--- src/rtl/mem_arb_pkg.sv ---
// Shared types and constants for the two-requester memory port arbiter.
// Burst length encoding: 1..31 beats literally, 0 means MAX_BURST beats.
package mem_arb_pkg;

    localparam int MAX_BURST = 32;
    localparam int ADDR_W    = 32;
    localparam int LEN_W     = 5;
    localparam int CNT_W     = 6;

    typedef enum logic [1:0] {
        IDLE  = 2'd0,
        GNT_L = 2'd1,
        GNT_S = 2'd2
    } arb_state_e;

    typedef enum logic {
        REQ_L = 1'b0,
        REQ_S = 1'b1
    } req_id_e;

    function automatic logic [CNT_W-1:0] len_to_beats(input logic [LEN_W-1:0] len);
        return (len == '0) ? CNT_W'(MAX_BURST) : {1'b0, len};
    endfunction

endpackage

--- src/rtl/mem_port_arbiter_if.sv ---
// Bundle of requester, memory-interface and status signals around the arbiter.
// master = requesters/memory side, slave = the arbiter itself.
interface mem_port_arbiter_if;
    import mem_arb_pkg::*;

    logic              l_req;
    logic              l_rdwr;
    logic [ADDR_W-1:0] l_addr;
    logic [LEN_W-1:0]  l_len;
    logic              s_req;
    logic              s_rdwr;
    logic [ADDR_W-1:0] s_addr;
    logic [LEN_W-1:0]  s_len;
    logic              s_urgent;
    logic              l_gnt;
    logic              s_gnt;
    logic              l_ack;
    logic              s_ack;
    logic              if_en;
    logic              if_rdwr;
    logic [ADDR_W-1:0] if_addr;
    logic [LEN_W-1:0]  if_len;
    logic              if_ready;
    logic              busy;

    modport master (
        output l_req, l_rdwr, l_addr, l_len,
        output s_req, s_rdwr, s_addr, s_len, s_urgent,
        output if_ready,
        input  l_gnt, s_gnt, l_ack, s_ack,
        input  if_en, if_rdwr, if_addr, if_len, busy
    );

    modport slave (
        input  l_req, l_rdwr, l_addr, l_len,
        input  s_req, s_rdwr, s_addr, s_len, s_urgent,
        input  if_ready,
        output l_gnt, s_gnt, l_ack, s_ack,
        output if_en, if_rdwr, if_addr, if_len, busy
    );

endinterface

--- src/rtl/burst_counter.sv ---
// Beats-remaining counter for the current burst: load on grant, count down per accepted beat.
// Load has priority so a back-to-back grant on the last beat starts the new burst cleanly.
module burst_counter
    import mem_arb_pkg::*;
(
    input  logic             clk,
    input  logic             rst,
    input  logic             i_load,
    input  logic [LEN_W-1:0] i_len,
    input  logic             i_dec,
    output logic [CNT_W-1:0] o_cnt,
    output logic             o_last
);

    logic [CNT_W-1:0] r_cnt;

    always_ff @(posedge clk or posedge rst) begin
        if (rst) begin
            r_cnt <= '0;
        end else if (i_load) begin
            r_cnt <= len_to_beats(i_len);
        end else if (i_dec && (r_cnt != '0)) begin
            r_cnt <= r_cnt - 1'b1;
        end
    end

    assign o_cnt  = r_cnt;
    assign o_last = (r_cnt == CNT_W'(1));

endmodule

--- src/rtl/mem_port_arbiter.sv ---
// Arbitrates one memory port between a load and a store requester; grant 1 cycle after request.
// Owner dropping req stalls the burst (grant held); if_ready is the only backpressure on beats.
module mem_port_arbiter
    import mem_arb_pkg::*;
(
    input  logic                clk,
    input  logic                rst,
    mem_port_arbiter_if.slave   bus
);

    arb_state_e       r_state;
    arb_state_e       w_next;
    req_id_e          r_last;
    logic [LEN_W-1:0] r_len;

    logic             w_l_gnt;
    logic             w_s_gnt;
    logic             w_if_en;
    logic             w_beat;
    logic             w_done;
    logic             w_grant_l;
    logic             w_grant_s;
    logic             w_load;
    logic [LEN_W-1:0] w_load_len;
    logic [CNT_W-1:0] w_cnt;
    logic             w_cnt_last;

    assign w_l_gnt = (r_state == GNT_L);
    assign w_s_gnt = (r_state == GNT_S);
    assign w_if_en = (w_l_gnt & bus.l_req) | (w_s_gnt & bus.s_req);
    assign w_beat  = w_if_en & bus.if_ready;
    assign w_done  = w_beat & w_cnt_last;

    // On the last beat only the other requester is a candidate, so urgency is moot there.
    always_comb begin
        w_next = r_state;
        case (r_state)
            IDLE: begin
                if (bus.s_req && bus.s_urgent) begin
                    w_next = GNT_S;
                end else if (bus.l_req && bus.s_req) begin
                    w_next = (r_last == REQ_S) ? GNT_L : GNT_S;
                end else if (bus.l_req) begin
                    w_next = GNT_L;
                end else if (bus.s_req) begin
                    w_next = GNT_S;
                end
            end
            GNT_L: begin
                if (w_done) begin
                    w_next = bus.s_req ? GNT_S : IDLE;
                end
            end
            GNT_S: begin
                if (w_done) begin
                    w_next = bus.l_req ? GNT_L : IDLE;
                end
            end
            default: w_next = IDLE;
        endcase
    end

    assign w_grant_l  = (w_next == GNT_L) && (r_state != GNT_L);
    assign w_grant_s  = (w_next == GNT_S) && (r_state != GNT_S);
    assign w_load     = w_grant_l | w_grant_s;
    assign w_load_len = w_grant_l ? bus.l_len : bus.s_len;

    always_ff @(posedge clk or posedge rst) begin
        if (rst) begin
            r_state <= IDLE;
            r_last  <= REQ_S;
            r_len   <= '0;
        end else begin
            r_state <= w_next;
            if (w_grant_l) begin
                r_last <= REQ_L;
                r_len  <= bus.l_len;
            end else if (w_grant_s) begin
                r_last <= REQ_S;
                r_len  <= bus.s_len;
            end
        end
    end

    burst_counter u_cnt (
        .clk    (clk),
        .rst    (rst),
        .i_load (w_load),
        .i_len  (w_load_len),
        .i_dec  (w_beat),
        .o_cnt  (w_cnt),
        .o_last (w_cnt_last)
    );

    assign bus.l_gnt   = w_l_gnt;
    assign bus.s_gnt   = w_s_gnt;
    assign bus.busy    = w_l_gnt | w_s_gnt;
    assign bus.if_en   = w_if_en;
    assign bus.l_ack   = w_beat & w_l_gnt;
    assign bus.s_ack   = w_beat & w_s_gnt;
    assign bus.if_rdwr = w_l_gnt ? bus.l_rdwr : (w_s_gnt ? bus.s_rdwr : 1'b0);
    assign bus.if_addr = w_l_gnt ? bus.l_addr : (w_s_gnt ? bus.s_addr : '0);
    assign bus.if_len  = (w_l_gnt | w_s_gnt) ? r_len : '0;

endmodule

--- src/flat_wrapper.sv ---
// flat-port wrapper written by rule: the top's interface ports become plain ports
module mem_port_arbiter_flat import mem_arb_pkg::*;
  (clk, rst, bus_l_req, bus_l_rdwr, bus_l_addr, bus_l_len, bus_s_req, bus_s_rdwr, bus_s_addr, bus_s_len, bus_s_urgent, bus_if_ready, bus_l_gnt, bus_s_gnt, bus_l_ack, bus_s_ack, bus_if_en, bus_if_rdwr, bus_if_addr, bus_if_len, bus_busy);
  mem_port_arbiter_if bus_i ();
  input  logic clk;
  input  logic rst;
  input wire logic [$bits(bus_i.l_req)-1:0] bus_l_req;
  input wire logic [$bits(bus_i.l_rdwr)-1:0] bus_l_rdwr;
  input wire logic [$bits(bus_i.l_addr)-1:0] bus_l_addr;
  input wire logic [$bits(bus_i.l_len)-1:0] bus_l_len;
  input wire logic [$bits(bus_i.s_req)-1:0] bus_s_req;
  input wire logic [$bits(bus_i.s_rdwr)-1:0] bus_s_rdwr;
  input wire logic [$bits(bus_i.s_addr)-1:0] bus_s_addr;
  input wire logic [$bits(bus_i.s_len)-1:0] bus_s_len;
  input wire logic [$bits(bus_i.s_urgent)-1:0] bus_s_urgent;
  input wire logic [$bits(bus_i.if_ready)-1:0] bus_if_ready;
  output wire logic [$bits(bus_i.l_gnt)-1:0] bus_l_gnt;
  output wire logic [$bits(bus_i.s_gnt)-1:0] bus_s_gnt;
  output wire logic [$bits(bus_i.l_ack)-1:0] bus_l_ack;
  output wire logic [$bits(bus_i.s_ack)-1:0] bus_s_ack;
  output wire logic [$bits(bus_i.if_en)-1:0] bus_if_en;
  output wire logic [$bits(bus_i.if_rdwr)-1:0] bus_if_rdwr;
  output wire logic [$bits(bus_i.if_addr)-1:0] bus_if_addr;
  output wire logic [$bits(bus_i.if_len)-1:0] bus_if_len;
  output wire logic [$bits(bus_i.busy)-1:0] bus_busy;
  assign bus_i.l_req = bus_l_req;
  assign bus_i.l_rdwr = bus_l_rdwr;
  assign bus_i.l_addr = bus_l_addr;
  assign bus_i.l_len = bus_l_len;
  assign bus_i.s_req = bus_s_req;
  assign bus_i.s_rdwr = bus_s_rdwr;
  assign bus_i.s_addr = bus_s_addr;
  assign bus_i.s_len = bus_s_len;
  assign bus_i.s_urgent = bus_s_urgent;
  assign bus_i.if_ready = bus_if_ready;
  assign bus_l_gnt = bus_i.l_gnt;
  assign bus_s_gnt = bus_i.s_gnt;
  assign bus_l_ack = bus_i.l_ack;
  assign bus_s_ack = bus_i.s_ack;
  assign bus_if_en = bus_i.if_en;
  assign bus_if_rdwr = bus_i.if_rdwr;
  assign bus_if_addr = bus_i.if_addr;
  assign bus_if_len = bus_i.if_len;
  assign bus_busy = bus_i.busy;
  mem_port_arbiter u_core (.clk(clk), .rst(rst), .bus(bus_i));
endmodule
--- config.mk ---
export PLATFORM = sky130hd
export DESIGN_NAME = mem_port_arbiter_flat
export DESIGN_NICKNAME = d
export VERILOG_FILES = /design/src/rtl/mem_arb_pkg.sv /design/src/rtl/mem_port_arbiter_if.sv /design/src/rtl/burst_counter.sv /design/src/rtl/mem_port_arbiter.sv /design/src/flat_wrapper.sv
export SDC_FILE = /design/constraint.sdc
export NUM_CORES = 1
export LEC_CHECK = 0
export ABC_AREA = 0
export CAP_MARGIN = 10
export CORE_MARGIN = 3
export CORE_UTILIZATION = 33
export CTS_CLUSTER_SIZE = 40
export DETAILED_ROUTE_END_ITERATION = 7
export PLACE_DENSITY_LB_ADDON = 0.05
export SYNTH_ARGS = -nofsm -noshare
export SYNTH_HDL_FRONTEND = slang
export SYNTH_SLANG_ARGS = --single-unit
--- constraint.sdc ---
create_clock -name clk -period 5.2 [get_ports clk]
set_clock_uncertainty 0.15 [all_clocks]
set_input_delay 1.56 -clock clk [delete_from_list [all_inputs] [get_ports clk]]
set_output_delay 1.56 -clock clk [all_outputs]
set_load 0.02 [all_outputs]
==> impl_metrics.tcl <==
set metrics [dict create \
    die_area_sq_mm 0.00485 \
    io_buffer_count 125 \
    overflow 0 \
    cp.required_ns 3.49 \
    htreeDepth 1 \
    min_period_over_period_pct 94.6 \
    core_area_sq_mm 0.00377 \
    hold_path_depth 2 \
    routedWlPerCell_um 16.4 \
    start_util_pct 35.4 \
    cts_max_path_buffers 2 \
    cts_tree "built" \
    p_seq_share_pct 15.8 \
    cts_resized 0 \
    drt_iter0_markers 55 \
    synth-seq-cells 14 \
    ir_drop_mv 0.311 \
    sw_frac_of_total_pct 45.7 \
    clock_power_share_pct 7.6 \
    cap_violations 0 \
    r2r_slack_ns 1.95 \
    io_pins 126 \
    die_w_um 69.6 \
    die_h_um 69.6 \
    layout_commonest_cell "clkdlybuf4s50_1" \
    grt_util_all_layers_pct 20.8 \
    grt_max_degree 42 \
    setup_viol 0 \
    final_max_slew_viol_count 0 \
    final_cell_mix "125 x clkdlybuf4s50_1, 33 x a22o_1, 13 x dfrtp_1, 10 x inv_1, 10 x nor2_1" \
    cts_setup_buffers 0 \
    min_path_type "reg -> reg" \
    grt_pass1_wl_mm 8.22 \
    hold_violations 0 \
    areaGrowthSynthToFinish_pct 99.1 \
    fin_nets 360 \
    syn_avg_cell_area_sq_um 8.91 \
    antenna_found_initial 0 \
    synth.net_count 239 \
    setup_tns_ns 0 \
    post-route-min-period_ns 4.92 \
    clkLatencyLatePin_ns 0.25 \
    synth_area_sq_mm 0.00134 \
    synth_warnings 0 \
    critical_path.startpoint_type "input port" \
    p_sw_mw 0.653 \
    grt_pass1_vias 1704 \
    netlist-cell-type-count 42 \
    crit_path_end_kind "primary output" \
    reg2reg_depth 10 \
    worstMarginPinSlew_ns 0.775 \
    clkSinkCount 14 \
    rsz0062_at_grt "false" \
    dp_hpwl_mm 4.25 \
    max_slew_margin_pct 48.0 \
    crit_fanout 5 \
    drive_above_1_share_pct 4.44 \
    rows 22 \
    syn_inst 150 \
    wl_mm 5.21 \
    vias 1624 \
    drc 0 \
    cts_hold_buf 0 \
    via_per_inst 5.11 \
    drtAntennaViolNets 0 \
    antennaDiodeCount 0 \
    firstDrtPassIters 4 \
    power_density_mw_per_mm2 537 \
    p_comb_share_pct 76.6 \
    fill_cells 299 \
    clk_pin_slew_ns 0.06 \
    fmax_mhz 203 \
    numCtsBuffers 3 \
    timing.hold.ws_ns 0.313 \
    crit_type "in -> out" \
    p_leak_nw 1.09 \
    outcome "completed" \
    internal_power_mw 0.775 \
    ctsRootBufferMaster "clkbuf_8" \
    gp_congestion 0.752 \
    cp.arrival_ns 3.21 \
    ys_seq_area_share_pct 26.3 \
]
## cell type report
class                   count  area [sq um]  area share, %
repair buffers            127          1270           47.6
multi-input cells         115           890           33.4
flip-flops and latches     14           352           13.2
well taps                  48          60.1           2.26
clock buffers               4          55.1           2.07
inverters                  10          37.5           1.41
## cell families after synthesis
group / share of synthesized area (%)
compound gates: 36.6
xor+xnor: 3.28
fa+ha+maj: 6.55
buf+inv: 7.30
flops: 26.3
mux: 3.84
simple gates: 16.1
## power groups by stage
stage                     Combinational, mW  Sequential, mW  Clock, mW
after detailed placement               1.10           0.228          0
after CTS                              1.10           0.226      0.109
final                                  1.09           0.226      0.109
after global routing                   1.17           0.235      0.115
after floorplan                       0.677           0.215          0
after global placement                 1.09           0.228          0
## cell usage after synthesis, drive strengths merged
cell / instances / area [sq um]
nand3b: 1 / 7.51
nand2: 7 / 26.3
a41oi: 1 / 8.76
ha: 7 / 87.6
and3b: 1 / 8.76
mux2i: 4 / 40.0
o211a: 1 / 10.0
dfstp: 1 / 26.3
and2: 6 / 37.5
xnor2: 2 / 17.5
a311o: 1 / 10.0
o31a: 1 / 8.76
nor2b: 1 / 6.26
a211o: 1 / 8.76
inv: 10 / 37.5
a311oi: 5 / 43.8
nor2: 10 / 37.5
dfrtp: 13 / 325
a22oi: 1 / 7.51
nor4: 1 / 21.3
and3: 2 / 12.5
nand3: 1 / 5.00
buf: 2 / 26.3
mux2: 1 / 11.3
nor4b: 1 / 8.76
o21ai: 2 / 10.0
a32oi: 1 / 8.76
xor2: 3 / 26.3
a211oi: 1 / 7.51
a21oi: 7 / 35.0
o21ba: 1 / 10.0
nor3: 5 / 25.0
clkbuf: 9 / 33.8
a22o: 33 / 289
o22ai: 1 / 6.26
o21a: 1 / 7.51
o22a: 2 / 17.5
nand4: 2 / 18.8
## metal layers
layer,routed length [um],track usage (%),vias to the layer above
met5,0,0,-
li1,-,-,813
met2,2880,40.8,48
met1,1970,21.9,754
met3,283,5.80,9
met4,76,4.26,0
## metrics by stage
stage | total power [mW] | area (sq um) | utilization, % | cells | setup WS (ns)
2_1_floorplan | 0.892 | 1340 | - | 150 | 1.22
3_3_place_gp | 1.32 | 2610 | 69.1 | 314 | 0.299
3_5_place_dp | 1.33 | 2610 | 69.1 | 314 | 0.283
4_1_cts | 1.44 | 2660 | 70.5 | 318 | 0.276
5_1_grt | 1.52 | 2660 | 70.5 | 318 | 0.200
6_report | 1.43 | 2660 | 70.5 | 318 | 0.281
## critical path, cell delays in order
cell and delay [ns]:
clkdlybuf4s50_1 0.48, a22oi_1 0.27, inv_1 0.15, and3_1 0.21, clkdlybuf4s50_1 0.54
## registers in the layout (all words and copies together) (netlist names)
register / cells
u_core.r_state: 2
u_core.r_len: 5
u_core.u_cnt.o_cnt: 6
u_core.r_last: 1
## worst paths after layout
kind | from | end
worst max-delay path | bus_l_req | bus_s_ack
worst min-delay path | u_core.r_last | u_core.r_last
worst max register to register | u_core.r_state[1] | u_core.u_cnt.o_cnt[2]
worst min register to register | u_core.r_last | u_core.r_last
max in group asynchronous | rst | u_core.r_len[1]
min in group asynchronous | rst | u_core.r_len[0]
Note: power is estimated with default switching activity, not from simulation.
